File: src/rtl/fsm_ser_pkg.sv
// Shared types and helpers for the serial pattern transmitter.
// Holds the state encoding, the default sizing and the frame-length clamp.
package fsm_ser_pkg;

    typedef enum logic [1:0] {
        S_IDLE  = 2'd0,
        S_SHIFT = 2'd1,
        S_GAP   = 2'd2
    } state_t;

    localparam int DEF_WIDTH = 8;
    localparam int DEF_GAP   = 2;
    localparam int DEF_LEN_W = 4;

    function automatic int unsigned clamp_len(input int unsigned len, input int unsigned max_len);
        return (len > max_len) ? max_len : len;
    endfunction

endpackage

File: src/rtl/ser_down_cnt.sv
// Loadable saturating down-counter with a zero flag; load wins over decrement.
// Single-cycle update, no backpressure.
module ser_down_cnt #(
    parameter int W = 4
) (
    input  logic         clk,
    input  logic         rst,
    input  logic         i_load,
    input  logic [W-1:0] i_load_val,
    input  logic         i_dec,
    output logic         o_zero
);

    logic [W-1:0] r_cnt;

    always_ff @(posedge clk) begin
        if (rst) begin
            r_cnt <= '0;
        end else if (i_load) begin
            r_cnt <= i_load_val;
        end else if (i_dec && (r_cnt != '0)) begin
            r_cnt <= r_cnt - 1'b1;
        end
    end

    assign o_zero = (r_cnt == '0);

endmodule

File: src/rtl/fsm_ser_pattern_tx.sv
// MSB-first serializer: bit k of a frame is on ser_out k+1 cycles after accept, then GAP idle cycles.
// Accepts only in IDLE (in_ready); requests arriving while busy are ignored, never buffered.
module fsm_ser_pattern_tx
    import fsm_ser_pkg::*;
#(
    parameter int WIDTH = DEF_WIDTH,
    parameter int GAP   = DEF_GAP,
    parameter int LEN_W = DEF_LEN_W
) (
    input  logic             clk,
    input  logic             rst,
    input  logic             in_valid,
    input  logic [WIDTH-1:0] in_data,
    input  logic [LEN_W-1:0] frame_len,
    output logic             in_ready,
    output logic             ser_out,
    output logic             busy,
    output logic             done
);

    localparam int GW = (GAP > 0) ? $clog2(GAP + 1) : 1;
    localparam logic [GW-1:0] GAP_LOAD = GW'((GAP > 0) ? GAP - 1 : 0);

    state_t           r_state;
    state_t           w_nxt_state;
    logic [WIDTH-1:0] r_shift;
    logic [WIDTH-1:0] w_nxt_shift;
    logic             r_ser;
    logic             w_nxt_ser;
    logic             r_done;
    logic             w_nxt_done;
    logic             r_busy;
    logic             r_ready;

    logic [LEN_W-1:0] w_len_c;
    logic [LEN_W-1:0] w_shamt;
    logic [WIDTH-1:0] w_aligned;
    logic             w_bit_load;
    logic [LEN_W-1:0] w_bit_val;
    logic             w_bit_dec;
    logic             w_bit_zero;
    logic             w_gap_load;
    logic             w_gap_dec;
    logic             w_gap_zero;

    // Left-align the selected field so the first bit is always the register MSB.
    assign w_len_c   = LEN_W'(clamp_len(32'(frame_len), WIDTH));
    assign w_shamt   = LEN_W'(WIDTH) - w_len_c;
    assign w_aligned = in_data << w_shamt;

    ser_down_cnt #(.W(LEN_W)) u_bit_cnt (
        .clk        (clk),
        .rst        (rst),
        .i_load     (w_bit_load),
        .i_load_val (w_bit_val),
        .i_dec      (w_bit_dec),
        .o_zero     (w_bit_zero)
    );

    ser_down_cnt #(.W(GW)) u_gap_cnt (
        .clk        (clk),
        .rst        (rst),
        .i_load     (w_gap_load),
        .i_load_val (GAP_LOAD),
        .i_dec      (w_gap_dec),
        .o_zero     (w_gap_zero)
    );

    always_ff @(posedge clk) begin
        if (rst) begin
            r_state <= S_IDLE;
            r_shift <= '0;
            r_ser   <= 1'b0;
            r_done  <= 1'b0;
            r_busy  <= 1'b0;
            r_ready <= 1'b1;
        end else begin
            r_state <= w_nxt_state;
            r_shift <= w_nxt_shift;
            r_ser   <= w_nxt_ser;
            r_done  <= w_nxt_done;
            r_busy  <= (w_nxt_state != S_IDLE);
            r_ready <= (w_nxt_state == S_IDLE);
        end
    end

    always_comb begin
        w_nxt_state = r_state;
        w_nxt_shift = r_shift;
        w_nxt_ser   = 1'b0;
        w_nxt_done  = 1'b0;
        w_bit_load  = 1'b0;
        w_bit_val   = '0;
        w_bit_dec   = 1'b0;
        w_gap_load  = 1'b0;
        w_gap_dec   = 1'b0;
        case (r_state)
            S_IDLE: begin
                if (in_valid) begin
                    if (w_len_c != '0) begin
                        w_nxt_state = S_SHIFT;
                        w_nxt_ser   = w_aligned[WIDTH-1];
                        w_nxt_shift = w_aligned << 1;
                        w_bit_load  = 1'b1;
                        w_bit_val   = w_len_c - 1'b1;
                    end else begin
                        w_nxt_done = 1'b1;
                        if (GAP > 0) begin
                            w_nxt_state = S_GAP;
                            w_gap_load  = 1'b1;
                        end
                    end
                end
            end
            S_SHIFT: begin
                // Counter holds bits still to send after the one now on the wire.
                if (w_bit_zero) begin
                    w_nxt_done = 1'b1;
                    if (GAP > 0) begin
                        w_nxt_state = S_GAP;
                        w_gap_load  = 1'b1;
                    end else begin
                        w_nxt_state = S_IDLE;
                    end
                end else begin
                    w_nxt_ser   = r_shift[WIDTH-1];
                    w_nxt_shift = r_shift << 1;
                    w_bit_dec   = 1'b1;
                end
            end
            S_GAP: begin
                if (w_gap_zero) begin
                    w_nxt_state = S_IDLE;
                end else begin
                    w_gap_dec = 1'b1;
                end
            end
            default: begin
                w_nxt_state = S_IDLE;
            end
        endcase
    end

    assign in_ready = r_ready;
    assign ser_out  = r_ser;
    assign busy     = r_busy;
    assign done     = r_done;

endmodule

File: config.mk
export PLATFORM = sky130hd
export DESIGN_NAME = fsm_ser_pattern_tx
export DESIGN_NICKNAME = d
export VERILOG_FILES = /design/src/rtl/fsm_ser_pkg.sv /design/src/rtl/ser_down_cnt.sv /design/src/rtl/fsm_ser_pattern_tx.sv
export SDC_FILE = /design/constraint.sdc
export NUM_CORES = 1
export LEC_CHECK = 0
export ABC_AREA = 1
export BUFFER_PORTS_ARGS = -buffer_cell sky130_fd_sc_hd__buf_2
export CAP_MARGIN = 20
export CORE_MARGIN = 2
export CORE_UTILIZATION = 35
export DETAILED_ROUTE_END_ITERATION = 10
export PLACE_DENSITY = 0.55
export SETUP_SLACK_MARGIN = 0.02
export SKIP_CTS_REPAIR_TIMING = 1
export SYNTH_ARGS = -nofsm -noshare
export SYNTH_HDL_FRONTEND = slang
export SYNTH_SLANG_ARGS = --single-unit
File: constraint.sdc
create_clock -name clk -period 2.55 [get_ports clk]
set_input_delay 0.255 -clock clk [delete_from_list [all_inputs] [get_ports clk]]
set_output_delay 0.255 -clock clk [all_outputs]
set_load 0.01 [all_outputs]
# [Yosys cells after proc, flatten, opt, wreduce, memory -nomap -nowiden]
# Cells that the tools add are included.
[classes] shifts=1 eq_ne=5 add_sub_neg=4 reduce_logical=15 order_cmp=1 mux=32
[ops] operator="$mux W4" count=6
[ops] operator="$mux W8" count=3
[ops] operator="$pmux W8 S2" count=1
[ops] operator="$mux W1" count=15
[ops] operator="$reduce_bool A2 Y1" count=5
[ops] operator="$mux W2" count=4
[ops] operator="$reduce_bool A4 Y1" count=2
[ops] operator="$shl A8 B4 Y8" count=1
[ops] operator="$sub A4 B1 Y4 const B" count=2
[ops] operator="$logic_not A2 Y1" count=3
[ops] operator="$ne A2 B2 Y1 const B" count=3
[ops] operator="$pmux W2 S3" count=1
[ops] operator="$gt A4 B4 Y1 const B" count=1
[ops] operator="$logic_not A4 Y1" count=1
[ops] operator="$pmux W1 S2" count=2
[ops] operator="$reduce_and A4 Y1" count=1
[ops] operator="$sub A4 B4 Y4 const A" count=1
[ops] operator="$eq A2 B1 Y1 const B" count=1
[ops] operator="$eq A2 B2 Y1 const B" count=1
[ops] operator="$logic_and A1 B1 Y1" count=2
[ops] operator="$reduce_or A2 Y1" count=1
[ops] operator="$sub A2 B1 Y2 const B" count=1
[word_totals] in_bits=15 ff_bits=20 wordCells=67 out_inout_bits=4

# [Longest topological paths before layout]
# Gate-level depths: netlist (run 1).
[depth] ltp_word=7 mapped_depth=13 mapped_depth_nobuf=13

# [Hierarchy]
# Synthesis (run 1) repeated with hierarchy kept, for this count alone.
[hier_totals] cells_unflattened=210 hier_area_um2=1342.5
[by_module_without_submodules] module="fsm_ser_pattern_tx" area_each_um2=928.4 instances=1 cells_per_inst=144 seq_area_each_um2=260.2
[by_module_without_submodules] module="ser_down_cnt at u_bit_cnt" area_each_um2=274.0 instances=1 cells_per_inst=41 seq_area_each_um2=80.1
[by_module_without_submodules] module="ser_down_cnt at u_gap_cnt" area_each_um2=140.1 instances=1 cells_per_inst=25 seq_area_each_um2=40.0

# [Least setup slack after synthesis (run 1)]
# OpenSTA, ideal clock, no wires.
[synth_path] path_type="input-to-reg" start="in frame_len[1]" end="reg r_shift[7]" setup_ns=0.109 slack_ns=0.785 t_required_ns=2.441 n_path_buf=1 stages=13 t_arrival_ns=1.656 path_cell_list="nor2_1 > nand2_1 > nand2_1 > nand2_1 > ha_1 > clkbuf_1 > inv_1 > nand3_1 > nand2_1 > nand3_1 > nand3_1 > nand2_1 > inv_1"
[synth_via] elab_chain_cells=7 word_cells_on_any_way=10 classes_between="add/sub (1); order compare (1); eq/ne (1); shift (1); mux (4); reduce/logical (2)"
[synth_lines] item="start, declared" line="fsm_ser_pattern_tx.sv:14" text="input logic [LEN_W-1:0] frame_len,"
[synth_lines] item="$gt A4 B4 Y1" line="fsm_ser_pkg.sv:16" text="return (len > max_len) ? max_len : len;"
[synth_lines] item="$mux W4 (*)" line="fsm_ser_pkg.sv:16"
[synth_lines] item="$sub A4 B4 Y4" line="fsm_ser_pattern_tx.sv:48" text="assign w_shamt = LEN_W'(WIDTH) - w_len_c;"
[synth_lines] item="$shl A8 B4 Y8" line="fsm_ser_pattern_tx.sv:49" text="assign w_aligned = in_data << w_shamt;"
[synth_lines] item="$mux W8" line="fsm_ser_pattern_tx.sv:100" text="if (w_len_c != '0) begin"
[synth_lines] item="$mux W8" line="fsm_ser_pattern_tx.sv:99" text="if (in_valid) begin"
[synth_lines] item="$pmux W8 S2" line="fsm_ser_pattern_tx.sv:97" text="case (r_state)"
[synth_lines] item="end signal, assigned" line="fsm_ser_pattern_tx.sv:79" text="r_shift <= w_nxt_shift;"
[synth_lines] item="end, declared" line="fsm_ser_pattern_tx.sv:26" text="logic [WIDTH-1:0] r_shift;"
# Mark *: on every way between the ends. The rest lies on a longest branch, timed or not. The select of a mux whose other input is x is not followed.
# A chain may end at the register's enable or synchronous reset.

# [Final worst setup path (run 1)]
[layout_path] start="in frame_len[2]" end="reg r_shift[7]"
# Same word-level chain as after synthesis.

==> results.cfg, run 1 <==
[outcome]
status = finished, final reports clean

[final_layout]
final_common_cell = nand2_1
num_antenna_cells = 0
fin_util_pct = 41.8
fillers = 363
final_cell_mix = nand2_1 (40), nand3_1 (27), inv_1 (26)
fin_cells = 257
stdcell_area_um2 = 1420
multi_input_area_um2 = 737
drive_gt1_share_pct = 20.9
layout.nets = 231
synthToLayoutAreaGrowth_pct = 13.4
regArea_um2 = 380

[placed_design]
place_inst = 253
pre_cts_slack_ns = 0.609
place_congestion = 0.834
post_dp_cell_area_um2 = 1390
portBuffers = 18
hpwl_um = 2110

[yosys]
synth_top_area_share_pct = 30.4
yosysTopAreaCell = dfxtp_1
avgSynthCellArea_um2 = 6.54
syn_nets = 210
yosys-top-cells-area = dfxtp_1 (30%), nand2_1 (12%), nand3_1 (11%)
synthCells = 191
synthDistinctLibCells = 28
synth-seq-cells = 19
synth-edff-count = 0
async_reset_ff_share_pct = 0
yosysSeqAreaShare_pct = 30.4
yosysWarningCount = 0
yosys_most_used_dff = dfxtp_1
syn-cell-area_um2 = 1250

[setup_path]
rr_worst_depth = 10
cp_max_fo = 10
rrSetupSlack_ns = 1.06
cp-start-kind = input port
arrival_ns = 1.85
critPathKind = input port to flop
r2r-end = r_shift[7]$_SDFFE_PP0P_
setup.worst_path.end_class = flop
cp_data_required_time_ns = 2.75
timing.rr.start = u_bit_cnt.r_cnt[0]$_SDFFE_PP0P_

[global_route]
globalRouteOverflowTotal = 0
grt_pass1_wl_um = 4650
grt_pass1_vias = 1134
grt_use_met1_pct = 18.0
busiest_layer = met2
met2_usage_pct = 24.3
grt.total_usage_pct = 14.1
met3_usage_pct = 3.87
grt_max_degree = 13
antenna_found_initial = 0

[floorplan]
io_pins = 19
start_util_pct = 36.9
design.core.area_um2 = 3390
die_w_um = 63.8
num_rows = 21
die-area_um2 = 4070
die_y_um = 63.8

[clocking]
clock_sinks = 19
cts_tree = done
cts.clk_slew.worst_paths_ns = 0.10
cts_buffers = 3
clock_path_buffers = 2
cts-htree-levels = 1
clk_latency_ns = 0.30
clk_root_buffer_cell = clkbuf_4

[timing]
period_minus_slack_ns = 1.65
tightest_slew_ns = 0.337
fin_setup_tns_ns = 0
fin_skew_ns = 0.0169
hold_viol_final = 0
setup_viol = 0
rsz0062_at_grt = no
fin_ws_ns = 0.900
relSlewSlack_pct = 77.5
whs_ns = 0.204
fmax_mhz = 606
slew_viol_final = 0
fin_crit_sh_pct = 64.7

[hold_path]
min_from = rst
hold-path-cell-count = 2
min_path_type = input port to flop
hold_end = r_shift[1]$_SDFFE_PP0P_

[routing]
drt-pass1-iter-count = 4
wl_per_cell_um = 10.2
drc = 0
dr.first_iter.drc_count = 67
drt-total-wl_um = 2620
ant_nets = 0
avgViaCountPerCell = 4.66
vias = 1198

[power_and_ir_drop]
internal-power_mw = 0.521
ir_drop_uv = 399
p_comb_share_pct = 38.3
seqPwrFrac_pct = 43.6
switchingPower_mw = 0.322
total_power_mw = 0.843
netSwitchingFraction_pct = 38.2
leakage_nw = 0.719
power_frac_clock_pct = 18.1
pwr_density_cell_nw_per_um2 = 595

[job]
cap_violations = 0
## final cells by class
| cell class | count | share of cell area, % |
|---|---|---|
| flip-flops and latches | 19 | 26.8 |
| clock buffers | 3 | 1.59 |
| multi-input cells | 138 | 52.0 |
| inverters | 32 | 8.83 |
| clock inverters | 1 | 0.353 |
| repair buffers | 18 | 6.35 |
| well taps | 46 | 4.06 |
## cell usage after synthesis, types with 3 or more instances
library cell	instances
inv_1	26
a21oi_1	13
nand2_4	3
inv_2	4
ha_1	4
nand2_2	5
nand3_1	27
o21ai_0	11
nand2_1	40
nor2_1	17
dfxtp_1	19
## layer usage
metal	part of all wire, %	up-vias
met2	46	12
met3	2.9	2
li1	-	655
met5	0	-
met1	51	529
met4	0.42	0
## critical path, cell delays in order
cell and delay [ns]:
buf_2 0.12, nor2_1 0.20, nand2_1 0.08, nand2_1 0.06
nand2_1 0.07, ha_1 0.46, inv_1 0.18, nand3_1 0.13
nand2_1 0.08, nand2_2 0.06, nand3_1 0.07, nand2_1 0.06
inv_1 0.03
## sequential cells by signal (all words and copies together) (netlist names)
name / cells
r_shift: 7
busy: 1
in_ready: 1
u_gap_cnt.r_cnt: 2
ser_out: 1
u_bit_cnt.r_cnt: 4
r_state: 2
done: 1
## power by group through the flow
stage | combinational, mW | sequential, mW | clock, mW
final | 0.323 | 0.367 | 0.153
after global routing | 0.370 | 0.374 | 0.174
after CTS | 0.327 | 0.367 | 0.161
after detailed placement | 0.325 | 0.374 | 0
after global placement | 0.327 | 0.374 | 0
after floorplan | 0.244 | 0.376 | 0
## how the worst max path moves through the flow
stage	start	endpoint	slack [ns]	cells past startpoint
CTS	frame_len[2]	r_shift[7]$_SDFFE_PP0P_	0.91	13
global placement	frame_len[2]	r_shift[7]$_SDFFE_PP0P_	0.62	13
detailed placement	frame_len[2]	r_shift[7]$_SDFFE_PP0P_	0.61	13
finish	frame_len[2]	r_shift[7]$_SDFFE_PP0P_	0.90	13
global route	frame_len[2]	r_shift[7]$_SDFFE_PP0P_	0.76	13
floorplan	frame_len[1]	r_shift[7]$_SDFFE_PP0P_	0.78	13
## kinds of logic after synthesis
| kind of cell | share of synthesized area, % |
|---|---|
| buffers and inverters | 10.6 |
| DFF | 30.4 |
| AOI/OAI and AO/OA | 12.7 |
| adders and majority gates | 4.00 |
| and+or+nand+nor | 40.8 |
| xor gates and xnor gates | 1.40 |
Power figures use the tool's default switching activity.
==> inputs of run 2 (changes only) <==
--- a/config.mk
+++ b/config.mk
@@ -11,7 +11,7 @@
 export CORE_MARGIN = 2
 export CORE_UTILIZATION = 35
 export DETAILED_ROUTE_END_ITERATION = 10
-export PLACE_DENSITY = 0.55
+export PLACE_DENSITY = 0.56
 export SETUP_SLACK_MARGIN = 0.02
 export SKIP_CTS_REPAIR_TIMING = 1
 export SYNTH_ARGS = -nofsm -noshare
==> constraint.sdc (replaced) <==
create_clock -name clk -period 1.35 [get_ports clk]
set_input_delay 0.135 -clock clk [delete_from_list [all_inputs] [get_ports clk]]
set_output_delay 0.135 -clock clk [all_outputs]
set_load 0.01 [all_outputs]
==> run 2 against run 1 <==
  * Global-route usage grew 1.4 points
  * Non-clock buffer count grew 19
  * Final area grew 17%
  * Count of clock-buffer cells in the layout grew 1
  * Critical path depth shrank 1
  * Utilization grew 6.9 points
==> results.cfg, run 2 (synthesis results as in run 1) <==
[setup_path]
cp-start-kind = input port
cp_data_required_time_ns = 1.57
arrival_ns = 1.48
cp_max_fo = 5
critPathKind = input port to flop
r2r-end = r_shift[7]$_SDFFE_PP0P_
rrSetupSlack_ns = 0.12
timing.rr.start = r_state[0]$_SDFF_PP0_
setup.worst_path.end_class = flop
crit_end = r_shift[3]$_SDFFE_PP0P_
startpoint = frame_len[2]
rr_worst_depth = 10

[final_layout]
final_cell_mix = nand2_1 (33), nand3_1 (27), inv_1 (23)
drive_gt1_share_pct = 35.7
reg_top3 = r_shift: 7 flops, u_bit_cnt.r_cnt: 4 flops
layout.nets = 250
largest_reg_flops = 7
final_common_cell = nand2_1
top_register = r_shift
multi_input_area_um2 = 826
synthToLayoutAreaGrowth_pct = 32.1
fin_util_pct = 48.7
num_antenna_cells = 0
regArea_um2 = 384
fillers = 346

[placed_design]
place_congestion = 0.835
hpwl_um = 2270
portBuffers = 18

[routing]
highest_layer = met4
drt-pass1-iter-count = 4
dr.first_iter.drc_count = 48
wl_per_cell_um = 10.2
drc = 0
wl_met1_um = 1420
drt-total-wl_um = 2810
vias = 1273
avgViaCountPerCell = 4.61
ant_nets = 0
wl_met3_um = 81
wl_met2_um = 1290

[hold_path]
min_path_type = input port to flop

[timing]
fin_setup_tns_ns = 0
hold_viol_final = 0
setup_viol = 0
tightest_slew_ns = 0.335
period_minus_slack_ns = 1.26
whs_ns = 0.0808
fmax_mhz = 795
fin_crit_sh_pct = 93.2
slew_viol_final = 0
rsz0062_at_grt = yes
fin_skew_ns = 0.00845
relSlewSlack_pct = 77.7

[global_route]
grt_pass1_vias = 1190
grt_max_degree = 13
grt.total_usage_pct = 15.5
globalRouteOverflowTotal = 0
antenna_found_initial = 0
grt_pass1_wl_um = 5090

[floorplan]
start_util_pct = 36.9
die-area_um2 = 4070
num_rows = 21
io_pins = 19
die_y_um = 63.8
design.core.area_um2 = 3390
die_w_um = 63.8

[outcome]
status = finished, final reports clean

[power_and_ir_drop]
total_power_mw = 1.76
pwr_density_cell_nw_per_um2 = 1060
ir_drop_uv = 576
leakage_nw = 0.830

[clocking]
clk_root_buffer_cell = clkbuf_4
clock_sinks = 19
cts-htree-levels = 1
clk_latency_ns = 0.29
clock_path_buffers = 2
cts_buffers = 3
cts.clk_slew.worst_paths_ns = 0.11
cts_tree = done

[job]
cap_violations = 0
[run 2: final cells by class]
| cell class | instances | share of cell area [%] |
|---|---|---|
| multi-input combinational | 138 | 50.0 |
| sequential | 19 | 23.3 |
| timing repair buffer | 37 | 14.1 |
| inverter | 32 | 7.58 |
| tap | 46 | 3.48 |
| clock buffer | 4 | 1.59 |
[run 2: layer usage]
metal | up-vias | GRT usage [%]
li1 | 691 | -
met1 | 564 | 21.4
met2 | 16 | 25.1
met3 | 2 | 3.87
met4 | 0 | 1.63
met5 | - | 0
[run 2: worst min path at each step]
stage	start	end	slack, ns	cells after the start
after CTS	rst	r_shift[1]$_SDFFE_PP0P_	0.08	2
after global routing	rst	r_shift[1]$_SDFFE_PP0P_	0.08	2
after floorplan	rst	r_shift[1]$_SDFFE_PP0P_	0.20	1
final	rst	r_shift[1]$_SDFFE_PP0P_	0.08	2
after detailed placement	rst	r_shift[1]$_SDFFE_PP0P_	0.41	2
after global placement	rst	r_shift[1]$_SDFFE_PP0P_	0.40	2
[run 2: power by group]
group	total [mW]	internal [mW]	switching, mW
clock	0.285	0.115	0.170
combinational	0.772	0.328	0.444
sequential	0.699	0.657	0.0427
total	1.76	1.10	0.657
[run 2: critical path: stages]
cell and delay, ns:
buf_2 0.12, nor2_4 0.12, nand2_2 0.05, nand2_2 0.08, nand2_4 0.07, ha_4 0.17, nand3b_1 0.19, nand2_4 0.13
inv_4 0.06, nor2_8 0.13, nand2_1 0.07, a21oi_1 0.15
[run 2: through the flow]
| stage | instance area (µm²) | cells | worst slack [ns] |
|---|---|---|---|
| 5_1_grt | 1650 | 276 | 0.00709 |
| 4_1_cts | 1570 | 276 | 0.00323 |
| 6_report | 1650 | 276 | 0.0925 |
| 3_3_place_gp | 1550 | 272 | -0.173 |
| 2_1_floorplan | 1270 | 191 | 0.0275 |
| 3_5_place_dp | 1550 | 272 | -0.198 |
